`src/rtl/lieat_idu_oitf.sv`:
```
// Outstanding Instruction Track FIFO: tracks in-flight long-latency instructions
// in dispatch order and flags RAW/WAW hazards for the instruction waiting in dispatch.
module lieat_idu_oitf #(
    parameter int DEPTH = 4,
    parameter int PTR_W = 2,
    parameter int RAW_W = 5
) (
    input  logic             clk,
    input  logic             rstn,

    input  logic             dis_ena,
    input  logic             dis_rdwen,
    input  logic [RAW_W-1:0] dis_rdidx,
    output logic [PTR_W-1:0] dis_ptr,

    input  logic             ret_ena,
    output logic [PTR_W-1:0] ret_ptr,
    output logic             ret_rdwen,
    output logic [RAW_W-1:0] ret_rdidx,

    input  logic             chk_rs1en,
    input  logic             chk_rs2en,
    input  logic             chk_rdwen,
    input  logic [RAW_W-1:0] chk_rs1idx,
    input  logic [RAW_W-1:0] chk_rs2idx,
    input  logic [RAW_W-1:0] chk_rdidx,

    output logic             oitf_raw_dep,
    output logic             oitf_waw_dep,
    output logic             oitf_empty,
    output logic             oitf_full
);

    localparam logic [PTR_W:0] PTR_ONE = (PTR_W + 1)'(1);

    logic [PTR_W:0]   alc_ptr;
    logic [PTR_W:0]   rtr_ptr;
    logic [DEPTH-1:0] vld;
    logic             rdwen [DEPTH];
    logic [RAW_W-1:0] rdidx [DEPTH];

    logic alc_fire;
    logic rtr_fire;

    assign oitf_empty = (alc_ptr == rtr_ptr);
    assign oitf_full  = (alc_ptr[PTR_W-1:0] == rtr_ptr[PTR_W-1:0]) &&
                        (alc_ptr[PTR_W] != rtr_ptr[PTR_W]);

    assign dis_ptr = alc_ptr[PTR_W-1:0];
    assign ret_ptr = rtr_ptr[PTR_W-1:0];

    // Gated by the registered flags, so a full FIFO drops the allocate even when retiring.
    assign alc_fire = dis_ena && !oitf_full;
    assign rtr_fire = ret_ena && !oitf_empty;

    // NOTE: sequential state uses non-blocking assignments so every flop samples pre-edge values.
    always_ff @(posedge clk or negedge rstn) begin
        if (!rstn) begin
            alc_ptr <= '0;
            rtr_ptr <= '0;
            vld     <= '0;
        end else begin
            if (rtr_fire) begin
                vld[ret_ptr] <= 1'b0;
                rtr_ptr      <= rtr_ptr + PTR_ONE;
            end
            if (alc_fire) begin
                vld[dis_ptr] <= 1'b1;
                alc_ptr      <= alc_ptr + PTR_ONE;
            end
        end
    end

    // NOTE: payload storage is deliberately unreset; vld alone qualifies every read.
    always_ff @(posedge clk) begin
        if (alc_fire) begin
            rdwen[dis_ptr] <= dis_rdwen;
            rdidx[dis_ptr] <= dis_rdidx;
        end
    end

    assign ret_rdwen = rdwen[ret_ptr];
    assign ret_rdidx = rdidx[ret_ptr];

    // NOTE: every always_comb output gets a default first so no latch is inferred.
    always_comb begin
        oitf_raw_dep = 1'b0;
        oitf_waw_dep = 1'b0;
        for (int i = 0; i < DEPTH; i++) begin
            if (vld[i] && rdwen[i]) begin
                if (chk_rs1en && (rdidx[i] == chk_rs1idx) && (chk_rs1idx != '0))
                    oitf_raw_dep = 1'b1;
                if (chk_rs2en && (rdidx[i] == chk_rs2idx) && (chk_rs2idx != '0))
                    oitf_raw_dep = 1'b1;
                if (chk_rdwen && (rdidx[i] == chk_rdidx) && (chk_rdidx != '0))
                    oitf_waw_dep = 1'b1;
            end
        end
    end

endmodule
```
`config.mk`:
```
export PLATFORM = sky130hd
export DESIGN_NAME = lieat_idu_oitf
export DESIGN_NICKNAME = d
export VERILOG_FILES = /design/src/rtl/lieat_idu_oitf.sv
export SDC_FILE = /design/constraint.sdc
export NUM_CORES = 1
export LEC_CHECK = 0
export CAP_MARGIN = 10
export CORE_MARGIN = 2
export CORE_UTILIZATION = 48
export DETAILED_ROUTE_END_ITERATION = 6
export PLACE_DENSITY = 0.78
export SYNTH_ARGS = -nofsm -noshare
export SYNTH_HDL_FRONTEND = slang
export SYNTH_SLANG_ARGS = --single-unit
```
`constraint.sdc`:
```
create_clock -name clk -period 1.5 [get_ports clk]
set_clock_uncertainty 0.1 [all_clocks]
set_input_delay 0.15 -clock clk [delete_from_list [all_inputs] [get_ports clk]]
set_output_delay 0.15 -clock clk [all_outputs]
set_load 0.02 [all_outputs]
```
==> results.ini, run 1 <==
[worst_setup_path]
crit_top_cell=buf_6
worst_setup_path_start_kind=flop
endpoint_kind=output port
cp.arrival_ns=1.76
path_class=flop to output port
worstReg2RegEnd=vld[3]
worstSetupStartpoint=rdidx[0][4]
r2r_start=rtr_ptr[0]
r2r_cells=8
slowest_stage=edfxtp_1
critical_path_buf_inv_count=2
crit_chain=buf_6, xnor2_1, nand4_1, nor3_2, nor4_2, o22ai_2, buf_6
cp_max_fo=3
r2r_setup_slack_ns=-0.33
cp.required_ns=1.25
cp.depth=7
crit_family=flip-flops
slowest_delay_ns=0.48
endpoint=oitf_raw_dep

[synthesis]
syn_avg_cell_area_sq_um=11.6
synth_top_area_share_pct=30.9
seq_area_frac_synth_pct=41.7
synth_cell_type_count=27
synth_area_sq_um=2330
yosys-top-cells-area=edfxtp_1, xnor2_1, dfrtp_1, mux4_1, xor2_1
synth_edf_count=24
syn-num-nets=237
ys_seq_elements=34
async_flop_share_pct=29.4
synthFlopType=edfxtp_1
yosys_warnings=0
netlist_instances=201
synth_area_leader_cell=edfxtp_1

[drt]
routed_wirelength_um=6270
drtIter0Drc=61
num_vias=1835
viasPerCell=5.59
wl_per_cell_um=19.1
firstDrtPassIters=7
drc=0
ant_nets=0

[global_routing]
grt_pass1_vias=1854
grt_overflow=0
grt_max_degree=11
grt_pass1_wl_um=9350
antenna_found_initial=0
grt_usage_pct=24.0

[clocking]
cts_sinks=34
cts_buffers=5
cts_tree=built
htreeDepth=2
ctsHoldBuffers=0
clockBufferDepth=2
clockRootBuffer=clkbuf_8
cts.reportedPaths.clkPinSlew_ns=0.07
clkLatencyLatePin_ns=0.28

[sta]
timing.final.crit_share_pct=134
fmax_ghz=0.497
fin_crit_ns=2.01
finalHoldViolCount=0
worst_slew_pin_slew_ns=0.484
rsz0062_at_grt=true
maxSlewHeadroom_pct=67.6
drv_slew=0
whs_ns=0.0916
worst_slack_ns=-0.513
final-setup-viol-count=44

[floorplan]
start_util_pct=49.7
die_h_um=73.7
die_area_sq_um=5430
rows=25
die_w_um=73.7
top_level_ports=42
core_sq_um=4690

[pwr]
leakage_uw=0.00130
ir_drop_mv=1.21
power_uw=5930
powerDensity_nw_per_um2=1780

[outcome]
status=finished with violations
violations=negative setup slack

[place]
dp_cells=299
port-buffer-count=41
dp_hpwl_um=4270
gp_congestion=0.916
dpl-instance-area_sq_um=2880

[run]
max_cap_violations=0

[final_layout]
fin_cells=328
nNetsFinal=309
diodes=0
drive_above_1_share_pct=37.6
fill_cells=326
layout_common_cells=xnor2_1, buf_4, clkdlybuf4s50_1, edfxtp_1, buf_6
final_area_sq_um=3330
final_common_cell=xnor2_1
area.growth.synth_to_final_pct=42.9

[worst_hold_path]
worstHoldPathType=input port to asynchronous set/reset pin

-- worst min-delay path by stage --
| stage | from | endpoint | slack [ns] | depth (start not counted) |
|---|---|---|---|---|
| after floorplan | rstn | alc_ptr[0] | -0.25 | 0 |
| after global placement | vld[2] | vld[2] | 0.37 | 1 |
| after detailed placement | vld[2] | vld[2] | 0.37 | 1 |
| after CTS | rstn | rtr_ptr[2] | 0.11 | 1 |
| after global routing | rstn | rtr_ptr[0] | 0.13 | 1 |
| final | rstn | rtr_ptr[2] | 0.09 | 1 |
-- sequential cells by signal, indices dropped and copies added, names as in the netlist --
| signal | count |
|---|---|
| rdidx | 20 |
| rdwen | 4 |
| alc_ptr | 3 |
| rtr_ptr | 3 |
| vld | 4 |
-- final cells by class --
| cell class | count | area [sq um] | share of cell area (%) |
|---|---|---|---|
| clock inverters | 2 | 8.76 | 0.263 |
| inverters | 4 | 15.0 | 0.451 |
| well taps | 54 | 67.6 | 2.03 |
| flip-flops and latches | 34 | 972 | 29.2 |
| repair buffers | 86 | 828 | 24.9 |
| multi-input cells | 142 | 1370 | 41.0 |
| clock buffers | 6 | 72.6 | 2.18 |
-- logic make-up (layout without fill, tap and decap cells) --
group           count (synthesis)  after routing  synth area share, %
flops                          34             34                 41.7
fa+ha+maj                       8              8                 4.29
compound gates                 12             12                 3.60
simple gates                   48             48                 11.4
mux                             6              6                 6.76
buf+inv                        25             98                 6.06
xor+xnor                       68             68                 26.2
-- synth_stat cells, drive strengths merged, types with 5 or more instances --
| master | count |
|---|---|
| mux4 | 6 |
| edfxtp | 24 |
| nor3 | 12 |
| nand2 | 11 |
| dfrtp | 10 |
| xnor2 | 54 |
| xor2 | 14 |
| buf | 19 |
| o21ai | 5 |
| nand4 | 12 |
| ha | 8 |
-- stage by stage --
step                setup WS [ns]  setup TNS, ns  utilization, %
floorplan                 -0.0204         -0.109               -
global placement           -0.878         -15.00            61.4
detailed placement         -0.908         -15.82            61.4
CTS                        -0.509         -11.81            68.2
global route               -0.583         -14.54            71.0
finish                     -0.513         -12.47            71.0
-- metal layers --
metal  vias to the layer above  routed length, um  global-route usage [%]
li1                        840                  -                       -
met1                       900               2600                    31.0
met2                        76               3090                    39.9
met3                        19                350                    3.43
met4                         0                224                    10.7
met5                         -                  0                       0
-- power by group --
part	total [uW]	switching [uW]	internal [uW]
logic	3680	1680	2000
clock network	636	318	319
registers	1610	280	1330
total	5930	2280	3650
-- timing repair --
action	in CTS	in global routing
setup endpoints to repair	48	45
setup buffers	21	2
pin swaps	14	7
gates resized for setup	91	34
Power figures use the tool's default switching activity.
==> run 2: changes to the inputs <==
--- a/config.mk
+++ b/config.mk
@@ -8,6 +8,7 @@
 export CAP_MARGIN = 10
 export CORE_MARGIN = 2
 export CORE_UTILIZATION = 48
+export CTS_CLUSTER_SIZE = 10
 export DETAILED_ROUTE_END_ITERATION = 6
 export PLACE_DENSITY = 0.78
 export SYNTH_ARGS = -nofsm -noshare
==> results of run 2 <==
Final layout, timing and power as in run 1 (identical DEF).
==> run 3: changes to the inputs <==
--- a/config.mk
+++ b/config.mk
@@ -11,6 +11,7 @@
 export CTS_CLUSTER_SIZE = 10
 export DETAILED_ROUTE_END_ITERATION = 6
 export PLACE_DENSITY = 0.78
+export SETUP_SLACK_MARGIN = 0.4
 export SYNTH_ARGS = -nofsm -noshare
 export SYNTH_HDL_FRONTEND = slang
 export SYNTH_SLANG_ARGS = --single-unit
==> run 3 against run 2 <==
Compared with the run above:
- the run still ends with negative setup slack left
- sequential share of layout area increased by 0.26 points
- clock-buffer cell count unchanged
- highest routed layer unchanged
- first-iteration DRC count increased by 69%
- via count decreased by 6.6%
- combinational power decreased by 3%
- wire length decreased by 6.8%
- core utilization decreased by 0.53 points
- fmax increased by 1.3%
- non-clock buffer count decreased by 2
- global-route usage decreased by 1.0 points
- design area decreased by 0.75%
- cell count decreased by 0.61%
==> results.ini, run 3 (same netlist as run 1, synthesis figures left out) <==
[outcome]
status=finished with violations  ; unchanged
violations=negative setup slack  ; unchanged

[worst_setup_path]
endpoint_kind=output port  ; unchanged
r2r_start=rtr_ptr[0]  ; unchanged
worstSetupStartpoint=rdidx[0][4]  ; unchanged
crit_family=flip-flops  ; unchanged
worst_setup_path_start_kind=flop  ; unchanged
path_class=flop to output port  ; unchanged
slowest_stage=edfxtp_1  ; unchanged
crit_chain=buf_4, xnor2_1, nand4_1, nor3_2, nor4_2, o22ai_2, buf_6  ; was buf_6, xnor2_1, nand4_1, nor3_2, nor4_2, o22ai_2, buf_6
critical_path_buf_inv_count=2  ; unchanged
cp.required_ns=1.25  ; about the same
cp.arrival_ns=1.74  ; was 1.76 ns
cp_max_fo=3  ; unchanged
slowest_delay_ns=0.45  ; was 0.48 ns

[floorplan]
die_h_um=73.7  ; unchanged
die_w_um=73.7  ; unchanged
core_sq_um=4690  ; unchanged
die_area_sq_um=5430  ; unchanged
start_util_pct=49.7  ; unchanged
rows=25  ; unchanged
top_level_ports=42  ; unchanged

[drt]
ant_nets=0  ; unchanged
num_vias=1714  ; was 1,835
routed_wirelength_um=5840  ; was 6270 um
viasPerCell=5.26  ; was 5.59
drtIter0Drc=103  ; was 61
wl_per_cell_um=17.9  ; was 19.1 um
firstDrtPassIters=4  ; was 7
drc=0  ; unchanged

[sta]
worst_slack_ns=-0.487  ; was -0.513 ns
fmax_ghz=0.503  ; was 0.497 GHz
fin_crit_ns=1.99  ; was 2.01 ns
timing.final.crit_share_pct=132  ; was 134%
final-setup-viol-count=44  ; unchanged
maxSlewHeadroom_pct=66.4  ; was 67.6%
finalHoldViolCount=0  ; unchanged
worst_slew_pin_slew_ns=0.502  ; was 0.484 ns
drv_slew=0  ; unchanged
rsz0062_at_grt=true  ; unchanged
setup-tns-final_ns=-11.85  ; was -12.47 ns

[global_routing]
grt_max_degree=11  ; unchanged
grt_usage_pct=23.0  ; was 24.0%
grt_pass1_vias=1777  ; was 1,854
grt_pass1_wl_um=8910  ; was 9350 um
grt_overflow=0  ; unchanged
antenna_found_initial=0  ; unchanged

[place]
port-buffer-count=41  ; unchanged
dp_hpwl_um=4090  ; was 4270 um
gp_congestion=0.842  ; was 0.916
place_ws_ns=-0.903  ; was -0.908 ns
dpl-instance-area_sq_um=2880  ; unchanged
dp_cells=299  ; unchanged

[clocking]
clockBufferDepth=2  ; unchanged
htreeDepth=2  ; unchanged
clkLatencyLatePin_ns=0.29  ; was 0.28 ns
cts.reportedPaths.clkPinSlew_ns=0.07  ; about the same
clockRootBuffer=clkbuf_8  ; unchanged
cts_tree=built  ; unchanged
cts_buffers=5  ; unchanged
cts_sinks=34  ; unchanged

[final_layout]
diodes=0  ; unchanged
final_common_cell=xnor2_1  ; unchanged
largest_register_ffs=20  ; unchanged
area.growth.synth_to_final_pct=41.9  ; was 42.9%
final_area_sq_um=3310  ; was 3330 sq um
fin_util_pct=70.5  ; was 71.0%
largest_registers=rdidx x20, rdwen x4, vld x4  ; unchanged
drive_above_1_share_pct=37.1  ; was 37.6%
largest-register=rdidx  ; unchanged
layout_common_cells=xnor2_1, buf_6, clkdlybuf4s50_1  ; was xnor2_1, buf_4, clkdlybuf4s50_1, edfxtp_1, buf_6
nNetsFinal=307  ; was 309
fin_cells=326  ; was 328

[pwr]
powerDensity_nw_per_um2=1780  ; about the same
leakage_uw=0.00126  ; was 0.00130 uW
ir_drop_mv=1.75  ; was 1.21 mV

[run]
max_cap_violations=0  ; unchanged

[worst_hold_path]
worstHoldPathType=input port to asynchronous set/reset pin  ; unchanged

[run 3: cell count changes in the layout (fill, tap and decap cells not counted), moves of 2 or more]
| cell | delta |
|---|---|
| buf_6 | +11 |
| buf_4 | -9 |
| xnor2_1 | +4 |
| xnor2_2 | -4 |
| dlygate4sd2_1 | -2 |
| dlymetal6s2s_1 | -2 |
| nand2_2 | +2 |
[run 3: layer usage]
layer,GRT usage [%],vias to the layer above,share of wire (%)
met5,0,-,0
met4,10.5,0,2.8
met3,5.76,15,5.9
met2,38.3,65,51
met1,28.0,803,40
li1,-,831,-
[run 3: area by class of cell]
type,count,area (sq um)
fill,344,1390
multi-input combinational,142,1350
sequential,34,973
timing repair buffer,84,822
clock buffer,6,72.6
tap,54,67.6
inverter,4,15.0
clock inverter,2,8.76
[run 3: worst reg2reg max path, stage by stage, from the launching register on]
cell	delay, ns
dfrtp_1	0.42
buf_6	0.13
buf_6	0.12
xnor2_4	0.13
nand2_2	0.10
buf_6	0.12
o21a_4	0.21
and2_4	0.19
xor2_2	0.16
[run 3: final timing paths]
kind / slack, ns / cells past startpoint / to
max: -0.49 / 7 / oitf_raw_dep
min: 0.09 / 1 / alc_ptr[2]
max reg2reg: -0.30 / 8 / alc_ptr[2]
min reg2reg: 0.47 / 2 / vld[1]
max in group asynchronous: 0.84 / 1 / alc_ptr[0]
min in group clk: 0.40 / 1 / rdidx[1][2]
[run 3: power breakdown]
group	total [uW]	leakage [uW]	internal (uW)	switching [uW]
clock	632	0.0000426	318	313
sequential	1660	0.000335	1330	330
combinational	3580	0.000881	2000	1580
total	5880	0.00126	3650	2230
[run 3: timing repair]
action,in CTS,in global routing
pin swaps,17,16
resized for setup,117,22
endpoints found under the setup margin,48,48
buffers inserted,14,5
hold endpoints to repair,0,0
hold buffers,0,0
[run 3: per-stage QoR]
stage               hold slack (ns)  power, uW
floorplan                    -0.246       3280
global placement              0.400       4290
detailed placement            0.403       4360
CTS                          0.0939       5540
global route                  0.130       6210
finish                       0.0945       5880
